## config.mk

```make
export PLATFORM = sky130hd
export DESIGN_NAME = axi_read_arbiter
export DESIGN_NICKNAME = d
export VERILOG_FILES = /design/src/rtl/axi_read_arbiter.sv
export SDC_FILE = /design/constraint.sdc
export NUM_CORES = 1
export LEC_CHECK = 0
export BUFFER_PORTS_ARGS = -buffer_cell sky130_fd_sc_hd__buf_2
export CAP_MARGIN = 20
export CORE_AREA = 4 4 97 99
export CTS_BUF_LIST = sky130_fd_sc_hd__clkbuf_4
export DETAILED_ROUTE_END_ITERATION = 10
export DIE_AREA = 0 0 101 103
export PLACE_DENSITY = 0.74
export SYNTH_ARGS = -nofsm -noshare
export SYNTH_HDL_FRONTEND = slang
export SYNTH_SLANG_ARGS = --single-unit
```

## constraint.sdc

```tcl
create_clock -name clk -period 1.45 [get_ports clk]
set_input_delay 0.2175 -clock clk [delete_from_list [all_inputs] [get_ports clk]]
set_output_delay 0.2175 -clock clk [all_outputs]
set_load 0.02 [all_outputs]
```

## src/rtl/axi_read_arbiter.sv

```systemverilog
// Two-master AXI4 read arbiter: grants I-cache or D-cache one transaction at a time,
// latches the winner's AR payload and steers the R beats back until rlast.
module axi_read_arbiter #(
  parameter int         ADDR_WIDTH = 32,
  parameter int         DATA_WIDTH = 32,
  parameter bit         RR_MODE    = 1'b0,
  parameter logic [3:0] I_ID       = 4'd0,
  parameter logic [3:0] D_ID       = 4'd1
) (
  input  logic                  clk,
  input  logic                  rst,
  input  logic [ADDR_WIDTH-1:0] i_araddr,
  input  logic [7:0]            i_arlen,
  input  logic [2:0]            i_arsize,
  input  logic                  i_arvalid,
  output logic                  i_arready,
  output logic [DATA_WIDTH-1:0] i_rdata,
  output logic                  i_rlast,
  output logic                  i_rvalid,
  input  logic                  i_rready,
  input  logic [ADDR_WIDTH-1:0] d_araddr,
  input  logic [7:0]            d_arlen,
  input  logic [2:0]            d_arsize,
  input  logic                  d_arvalid,
  output logic                  d_arready,
  output logic [DATA_WIDTH-1:0] d_rdata,
  output logic                  d_rlast,
  output logic                  d_rvalid,
  input  logic                  d_rready,
  output logic [3:0]            m_arid,
  output logic [ADDR_WIDTH-1:0] m_araddr,
  output logic [7:0]            m_arlen,
  output logic [2:0]            m_arsize,
  output logic [1:0]            m_arburst,
  output logic                  m_arvalid,
  input  logic                  m_arready,
  input  logic [3:0]            m_rid,
  input  logic [DATA_WIDTH-1:0] m_rdata,
  input  logic                  m_rlast,
  input  logic                  m_rvalid,
  output logic                  m_rready,
  output logic                  busy,
  output logic                  rid_err
);

  typedef enum logic [1:0] {IDLE, ADDR, DATA} state_t;

  typedef struct packed {
    logic [3:0]            id;
    logic [ADDR_WIDTH-1:0] addr;
    logic [7:0]            len;
    logic [2:0]            size;
  } ar_t;

  state_t state, state_nxt;
  ar_t    ar_q, ar_nxt;
  logic   own_d;      // 1: D-cache owns the channel
  logic   rr_last_d;  // 1: D-cache was served last
  logic   gnt_d;
  logic   req_any;
  logic   own_rready;
  logic   last_hs;

  assign req_any = i_arvalid | d_arvalid;

  // Contention: fixed priority favours D, round-robin favours whoever was not served last.
  always_comb begin
    if (i_arvalid && d_arvalid) gnt_d = RR_MODE ? ~rr_last_d : 1'b1;
    else                        gnt_d = d_arvalid;
    ar_nxt = gnt_d ? {D_ID, d_araddr, d_arlen, d_arsize}
                   : {I_ID, i_araddr, i_arlen, i_arsize};
  end

  always_ff @(posedge clk) begin
    if (rst) state <= IDLE;
    else     state <= state_nxt;
  end

  always_comb begin
    state_nxt  = state;
    m_arvalid  = 1'b0;
    m_rready   = 1'b0;
    i_arready  = 1'b0;
    d_arready  = 1'b0;
    i_rvalid   = 1'b0;
    d_rvalid   = 1'b0;
    i_rlast    = 1'b0;
    d_rlast    = 1'b0;
    last_hs    = 1'b0;
    own_rready = own_d ? d_rready : i_rready;
    case (state)
      IDLE: if (req_any) state_nxt = ADDR;
      ADDR: begin
        m_arvalid = 1'b1;
        i_arready = ~own_d & m_arready;
        d_arready =  own_d & m_arready;
        if (m_arready) state_nxt = DATA;
      end
      DATA: begin
        m_rready = own_rready;
        i_rvalid = ~own_d & m_rvalid;
        d_rvalid =  own_d & m_rvalid;
        i_rlast  = ~own_d & m_rlast;
        d_rlast  =  own_d & m_rlast;
        last_hs  = m_rvalid & own_rready & m_rlast;
        if (last_hs) state_nxt = IDLE;
      end
      default: state_nxt = IDLE;
    endcase
  end

  always_ff @(posedge clk) begin
    if (rst) begin
      own_d     <= 1'b1;
      rr_last_d <= 1'b1;
      rid_err   <= 1'b0;
      ar_q      <= '0;
    end else begin
      // Payload is captured only on the grant, so later arvalid traffic cannot disturb it.
      if (state == IDLE && req_any) begin
        own_d <= gnt_d;
        ar_q  <= ar_nxt;
      end
      if (state == DATA && m_rvalid && m_rid != ar_q.id) rid_err <= 1'b1;
      if (last_hs) rr_last_d <= own_d;
    end
  end

  assign m_arid    = ar_q.id;
  assign m_araddr  = ar_q.addr;
  assign m_arlen   = ar_q.len;
  assign m_arsize  = ar_q.size;
  assign m_arburst = 2'b01;
  assign i_rdata   = m_rdata;
  assign d_rdata   = m_rdata;
  assign busy      = (state != IDLE);

endmodule
```

==> flow_summary.ini, run 1 <==
[setup_path]
slowest_delay_ns = 0.39
critPathTopFamily = flip-flops
critPathKind = reg2out
crit_fanout = 4
path_cells = buf_4 > nor2b_4 > and3_1 > buf_6
cp.required_ns = 1.23
critical-path-slowest-cell = dfxtp_4
crit_path_start_kind = flop
critPathArrivalTime_ns = 1.33
path_buf_inv = 2
worstSetupEndpointType = output pin

[finish]
final_util = 0.412
drive_gt1_frac = 0.574
multi_input_area_sq_um = 1400
n_fill_cell = 801
seq_area_sq_um = 970
final_net_count = 515
diodes = 0
syn2layout_area_growth_pct = 17.9

[sta]
setup_viol = 7
rsz0062_at_grt = true
min_period_ns = 1.55
hold_ws_ns = 0.122
fin_crit_sh = 1.07
layout_setup_ws_ns = -0.0962
max_freq_mhz = 647
hold_violations = 0
slew_violations = 0
fin_skew_ns = 0.00912

[hold_path]
min_path_type = in2reg

[global_route]
grt_max_degree = 45
grt_antenna_before_repair = 0
grt_util_all_layers = 0.154
grt_pass1_vias = 2393
grt_pass1_wl_um = 12500
overflow = 0

[synthesis]
synth-seq-cells = 48
syn-mean-instance-area_sq_um = 9.80
netlist_instances = 305
yosysSeqAreaShare = 0.321
ys_warn_count = 0
synth.distinct_cells = 24
syn_area_sq_um = 2990

[floorplanning]
die_h_um = 103
num_rows = 34
die_area_sq_um = 10400
core_area_sq_um = 8550
start_util = 0.350
io_pins = 254
fp.dieW_um = 101

[routing]
antenna_left = 0
drtIter0Drc = 119
drcViolationCount = 0
viasPerCell = 5.02
routed_wl_um = 9110
vias = 2477
dr.pass1.iters = 4
wl_per_cell_um = 18.5

[clocking]
clkTransAtPathRegs_ns = 0.14
cts_max_level = 2
cts_sinks = 48
cts_max_path_buffers = 2
cts_tree = done
clk_latency_ns = 0.35
cts-root-buf = clkbuf_4
ctsHoldBuffers = 0
cts_buffers = 5

[status]
violations = negative setup slack
status = complete, but fails checks

[placement]
dp_hpwl_um = 6580
portBuffers = 152
gp_congestion = 0.772

[pwr]
power_density_nw_per_um2 = 1010
p_leak_nw = 1.69
ir_drop_v = 0.000482

[flow_run]
cap_violations = 0
synthesized netlist by cell type, drive strengths merged:
cell type	number	area [sq um]
buf	80	617
dfxtp	48	961
a21oi	46	230
a211oi	44	531
mux2i	44	440
clkbuf	15	56.3
nand2	5	18.8
nor2	5	18.8
and3	3	18.8
nor2b	3	18.8
conb	2	7.51
a221o	1	10.0
a22oi	1	7.51
and2	1	8.76
inv	1	3.75
nand2b	1	6.26
nor4	1	6.26
o21ai	1	5.00
or2	1	6.26
or3b	1	8.76
xnor2	1	8.76
routing by layer:
layer	GRT usage	vias to the layer above	wire length, um
li1	-	1172	-
met2	0.286	142	4870
met5	0	-	0
met3	0.0602	11	1010
met1	0.165	1152	3110
met4	0.0389	0	115
cell type report:
class                           count  share of cell area
Sequential cell                    48               0.275
Timing Repair Buffer              163               0.271
Tap cell                          108              0.0383
Inverter                            1             0.00177
Clock inverter                      1             0.00106
Multi-Input combinational cell    165               0.398
Clock buffer                        7              0.0149
cells in the final DEF (no fill, tap or decap), types with 2 or more instances in the layout:
cell type  instances
and3_1             2
buf_2            143
buf_12             4
dfxtp_4            2
buf_4             11
nor2b_4            2
a211oi_2          40
clkbuf_4           7
mux2i_1           44
a211oi_1           4
nand2_1            4
nor2_1             4
a21oi_1           46
buf_6              4
and2_4             2
conb_1             5
dfxtp_1           45
power by group:
part	leakage (nW)	total (mW)	internal, mW	switching (mW)
clock	0.0338	0.648	0.225	0.423
combinational	1.26	1.33	0.565	0.767
sequential	0.400	1.58	1.48	0.0965
total	1.69	3.56	2.27	1.29
flip-flops by register name, indices dropped and copies added (netlist names):
signal and flops:
m_araddr 32, m_arid 1, m_arlen 8, m_arsize 3, own_d 1, rid_err 1, state 2
worst paths after layout:
path               from           end  slack (ns)  depth (start not counted)
min reg2reg  m_arlen[5]    m_arlen[5]        0.53                          2
min           m_arready      state[1]        0.12                          3
max            state[1]     d_arready        -0.1                          4
max reg2reg    state[0]  m_araddr[13]        0.10                          5
logic make-up (layout without fill, tap and decap cells):
family                    Yosys count  after routing  share of synthesized area
xor gates and xnor gates            1              1                    0.00293
other                               2              5                    0.00251
buffers and inverters              96            172                      0.226
and+or+nand+nor                    21             22                     0.0373
muxes                              44             44                      0.147
AOI/OAI and AO/OA                  93             93                      0.262
DFF                                48             48                      0.321
through the flow:
step,setup WS (ns),instances,power (mW),setup TNS [ns],cell area (sq um)
after floorplan,0.0348,308,2.70,0,3000
after global placement,0.0158,480,2.80,0,3320
after detailed placement,-0.0257,480,2.83,-0.194,3320
after CTS,-0.0738,491,3.57,-1.30,3490
after global routing,-0.170,493,3.78,-1.04,3520
final,-0.0962,493,3.56,-0.381,3520
repair_timing:
action                     4_1_cts  5_1_grt
pin swaps                       16        3
buffers inserted                 2        1
gates cloned                     1        1
resized for setup               22        7
setup endpoints to repair        9       51
worst reg2reg max path, cell delays in order (launching register included):
cell and delay, ns:
dfxtp_4 0.39, nor2_4 0.18, buf_4 0.15, buf_6 0.22, a21oi_1 0.13, a211oi_2 0.21
No activity file was read; power rests on OpenSTA's default activity.
==> run 2: changes to the inputs <==
Settings changed: CAP_MARGIN 20 to 5.
Clock period 1.45 ns to 1.7 ns, I/O delays scaled along.
==> run 2 against run 1 <==
Effect of this change:
- the flow now finishes without violations
- highest routed layer unchanged
- combinational power decreased by 22%
- sequential power decreased by 15%
- power decreased by 14%
- register-to-register slack improved by 0.11 ns
- clock skew increased by 0.0071 ns
- hold slack improved by 0.047 ns
- critical path depth unchanged
- via count decreased by 2.8%
==> flow_summary.ini, run 2 (synthesized netlist as in run 1, its figures left out) <==
[status]
status = complete, no violations

[routing]
routed_wl_um = 8570
viasPerCell = 4.93
drtIter0Drc = 68
antenna_left = 0
vias = 2407
dr.pass1.iters = 4
wl_per_cell_um = 17.6
drcViolationCount = 0

[finish]
n_fill_cell = 878
largest_register_ffs = 32
layout_common_cells = buf_2 (151), a21oi_1 (46), dfxtp_1 (45)
stdcell_count = 488
multi_input_area_sq_um = 1390
diodes = 0
drive_gt1_frac = 0.561
seq_area_sq_um = 967
layout_commonest_cell = buf_2
syn2layout_area_growth_pct = 13.8
final_net_count = 510

[sta]
fin_skew_ns = 0.0162
fin_crit_sh = 0.927
setup_viol = 0
max_freq_mhz = 635
slew_headroom = 0.521
worstMarginPinSlew_ns = 0.718
min_period_ns = 1.58
rsz0062_at_grt = true
hold_violations = 0
slew_violations = 0

[clocking]
cts_max_level = 2
clkTransAtPathRegs_ns = 0.14
cts_max_path_buffers = 2
cts_sinks = 48
cts_buffers = 5
clk_latency_ns = 0.36
cts_setup_buffers = 0
cts-root-buf = clkbuf_4
cts_tree = done

[placement]
dp_cells = 480
gp_congestion = 0.783
portBuffers = 152
dp_hpwl_um = 6650

[global_route]
grt_util_all_layers = 0.151
grt_pass1_wl_um = 12400
grt_pass1_vias = 2371
grt_antenna_before_repair = 0
grt_max_degree = 45
overflow = 0

[floorplanning]
start_util = 0.350
num_rows = 34
die_area_sq_um = 10400
core_area_sq_um = 8550
fp.dieW_um = 101
io_pins = 254
die_h_um = 103

[pwr]
power_density_nw_per_um2 = 896
p_leak_nw = 1.64
ir_drop_v = 0.000416
finalPower_mw = 3.05

[setup_path]
critPathArrivalTime_ns = 1.32
critical-path-slowest-cell = dfxtp_4
critPathKind = reg2out
crit_path_start_kind = flop
worstSetupEndpointType = output pin
path_cells = nor2_4 > buf_8 > inv_2 > buf_2
slowest_delay_ns = 0.39
path_buf_inv = 3
cp.required_ns = 1.44
crit_fanout = 31
critPathTopFamily = buffers and inverters

[flow_run]
cap_violations = 0

[hold_path]
min_path_type = in2reg
## run 2: changes by cell type in the layout (fill, tap and decap cells not counted), sizes merged
cell / delta
clkinv: +1
clkbuf: -2
and2: -1
bufinv: +1
buf: -3
bufbuf: -1
## run 2: final cells by class
type,instances,area share
inverters,1,0.00110
clock inverters,3,0.0110
repair buffers,159,0.246
multi-input cells,164,0.407
flip-flops and latches,48,0.284
clock buffers,5,0.0110
well taps,108,0.0397
## run 2: report_power, final
group,internal [mW],switching [mW],leakage (nW)
clock,0.301,0.358,0.0403
sequential,1.26,0.0821,0.400
combinational,0.419,0.625,1.20
total,1.98,1.07,1.64
## run 2: per-stage QoR
step	area (sq um)	util	setup TNS, ns	hold WS, ns	setup WS, ns
CTS	3380	0.395	-0.0106	0.165	-0.0106
global route	3400	0.398	-0.00480	0.164	-0.00480
floorplan	3000	-	0	0.415	0.247
global placement	3300	0.385	0	0.505	0.269
detailed placement	3300	0.385	0	0.510	0.234
finish	3400	0.398	0	0.169	0.125
## run 2: final timing paths
path	slack, ns	startpoint	end	depth (start not counted)
max reg2reg	0.21	state[1]	m_araddr[11]	3
min	0.17	m_arready	state[1]	3
min reg2reg	0.53	m_araddr[0]	m_araddr[0]	2
max	0.12	state[1]	busy	4
## run 2: repair_timing
item	in CTS	in global routing
setup endpoints to repair	7	8
hold buffers	0	0
resized for setup	3	8
gates cloned	0	0
## run 2: worst reg2reg max path, delay by kind of cell, from the launching register on
family | cells | cell delay (ns)
simple gates | 2 | 0.77
flops | 1 | 0.39
compound gates | 1 | 0.19
## run 2: per-layer routing
metal / vias to the layer above / part of all wire / global-route usage
met5: - / 0 / 0
met4: 0 / 0.015 / 0.0409
met3: 13 / 0.12 / 0.0609
met2: 139 / 0.53 / 0.271
met1: 1098 / 0.33 / 0.165
li1: 1157 / - / -
==> run 3: changes to the inputs <==
Settings changed: CELL_PAD_IN_SITES_DETAIL_PLACEMENT set to 0, CELL_PAD_IN_SITES_GLOBAL_PLACEMENT set to 2, CORE_AREA 4 4 97 99 to not set, CORE_MARGIN set to 4, CORE_UTILIZATION set to 22, DIE_AREA 0 0 101 103 to not set, PLACE_DENSITY 0.74 to not set, PLACE_DENSITY_LB_ADDON set to 0.1.
Clock period 1.7 ns to 1.9 ns, I/O delays scaled along.
==> run 3 against run 2 <==
Effect of this change:
- clock power decreased by 27%
- global-route usage decreased by 4.5 points
- clock skew down 0.0064 ns
- largest power group unchanged
==> flow_summary.ini, run 3 (synthesized netlist as in run 1, its figures left out) <==
[placement]
portBuffers = 152
gp_congestion = 0.682
pre_cts_ws_ns = 0.357
dp_hpwl_um = 6070
place_area_sq_um = 3390

[setup_path]
worstSetupEndpointType = output pin
path_cells = nor2b_1 > nand2_1 > nor2_1 > buf_2
cp-startpoint = state[0]
path_buf_inv = 1
crit_path_start_kind = flop
crit_fanout = 4
cp.required_ns = 1.62
slowest_delay_ns = 0.45
critPathTopFamily = simple AND/OR/NAND/NOR gates
critPathKind = reg2out
critPathArrivalTime_ns = 1.49
critical-path-slowest-cell = dfxtp_1
crit-reg2reg-launch = state[1]

[sta]
fin_skew_ns = 0.00980
rsz0062_at_grt = true
layout_setup_ws_ns = 0.129
worstMarginPinSlew_ns = 0.759
tns_ns = 0
hold_violations = 0
fin_crit_sh = 0.932
slew_violations = 0
slew_headroom = 0.494
hold_ws_ns = 0.193
min_period_ns = 1.77
setup_viol = 0
max_freq_mhz = 565

[routing]
routed_wl_um = 8440
drcViolationCount = 0
wl_per_cell_um = 15.2
viasPerCell = 4.28
vias = 2384
dr.pass1.iters = 4
drtIter0Drc = 80
antenna_left = 0

[finish]
syn2layout_area_growth_pct = 15.5
layout_commonest_cell = buf_2
largest_register_ffs = 32
layout_common_cells = buf_2 (152), dfxtp_1 (48), a21oi_1 (46)
final_net_count = 510
final_util = 0.260
drive_gt1_frac = 0.555
design_area_sq_um = 3450

[global_route]
overflow = 0
grt_max_degree = 48
busiest_layer = met2
grt_antenna_before_repair = 3
use_met1 = 0.130
grt_util_all_layers = 0.106
grt_pass1_wl_um = 13400
use_met3 = 0.0334
grt_pass1_vias = 2469
use_met2 = 0.174

[flow_run]
cap_violations = 0

[hold_path]
hold_start = m_rid[0]
min_path_type = in2reg

[floorplanning]
io_pins = 254
die_area_sq_um = 15500
start_util = 0.225
fp.dieW_um = 125
die_h_um = 125
core_area_sq_um = 13300
num_rows = 42

[clocking]
cts_buffers = 5
cts_max_level = 2
cts_setup_buffers = 0
cts_sinks = 48
cts_tree = done
cts_max_path_buffers = 2
cts-root-buf = clkbuf_4
clkTransAtPathRegs_ns = 0.15
clk_latency_ns = 0.36
ctsHoldBuffers = 0

[status]
status = complete, no violations

[pwr]
power_density_nw_per_um2 = 758
p_leak_nw = 1.63
ir_drop_v = 0.000231
[run 3: changes by cell type in the layout (fill, tap and decap cells not counted), sizes merged]
cell / change
bufinv: -1
clkinv: +1
diode: +1
[run 3: path summary, 6_finish.rpt]
check / end / cells after the start / slack (ns)
max: i_arready / 4 / 0.13
min reg2reg: m_arlen[6] / 2 / 0.53
min: rid_err / 3 / 0.19
max reg2reg: m_araddr[0] / 3 / 0.42
[run 3: repair_timing]
item / 4_1_cts / 5_1_grt
gates resized for setup: 0 / 2
endpoints found under the setup margin: 0 / 6
hold endpoints to repair: 0 / 0
[run 3: worst min-delay path, stage by stage]
cell and delay (ns):
buf_2 0.08, xnor2_1 0.10, a211oi_1 0.06
[run 3: power breakdown]
group / internal, mW / leakage, nW / switching, mW
Sequential: 1.13 / 0.399 / 0.0649
Clock: 0.137 / 0.0324 / 0.343
Combinational: 0.369 / 1.20 / 0.573
Total: 1.64 / 1.63 / 0.981
[run 3: layout make-up]
cell class	count	area (sq um)
well taps	176	220
multi-input cells	164	1370
clock inverters	3	13.8
repair buffers	159	842
diodes	1	2.50
fillers	1448	9840
inverters	1	3.75
flip-flops and latches	48	961
clock buffers	5	37.5
[run 3: stage by stage]
step | std cells | power [mW]
floorplan | 308 | 2.06
global placement | 548 | 2.17
detailed placement | 548 | 2.18
CTS | 556 | 2.69
global route | 557 | 2.80
finish | 557 | 2.62
[run 3: routing by layer]
layer  share of wire  vias to the layer above
li1                -                     1164
met1            0.43                     1086
met3           0.083                       28
met5          0.0017                        -
met4           0.022                        4
met2            0.47                      102
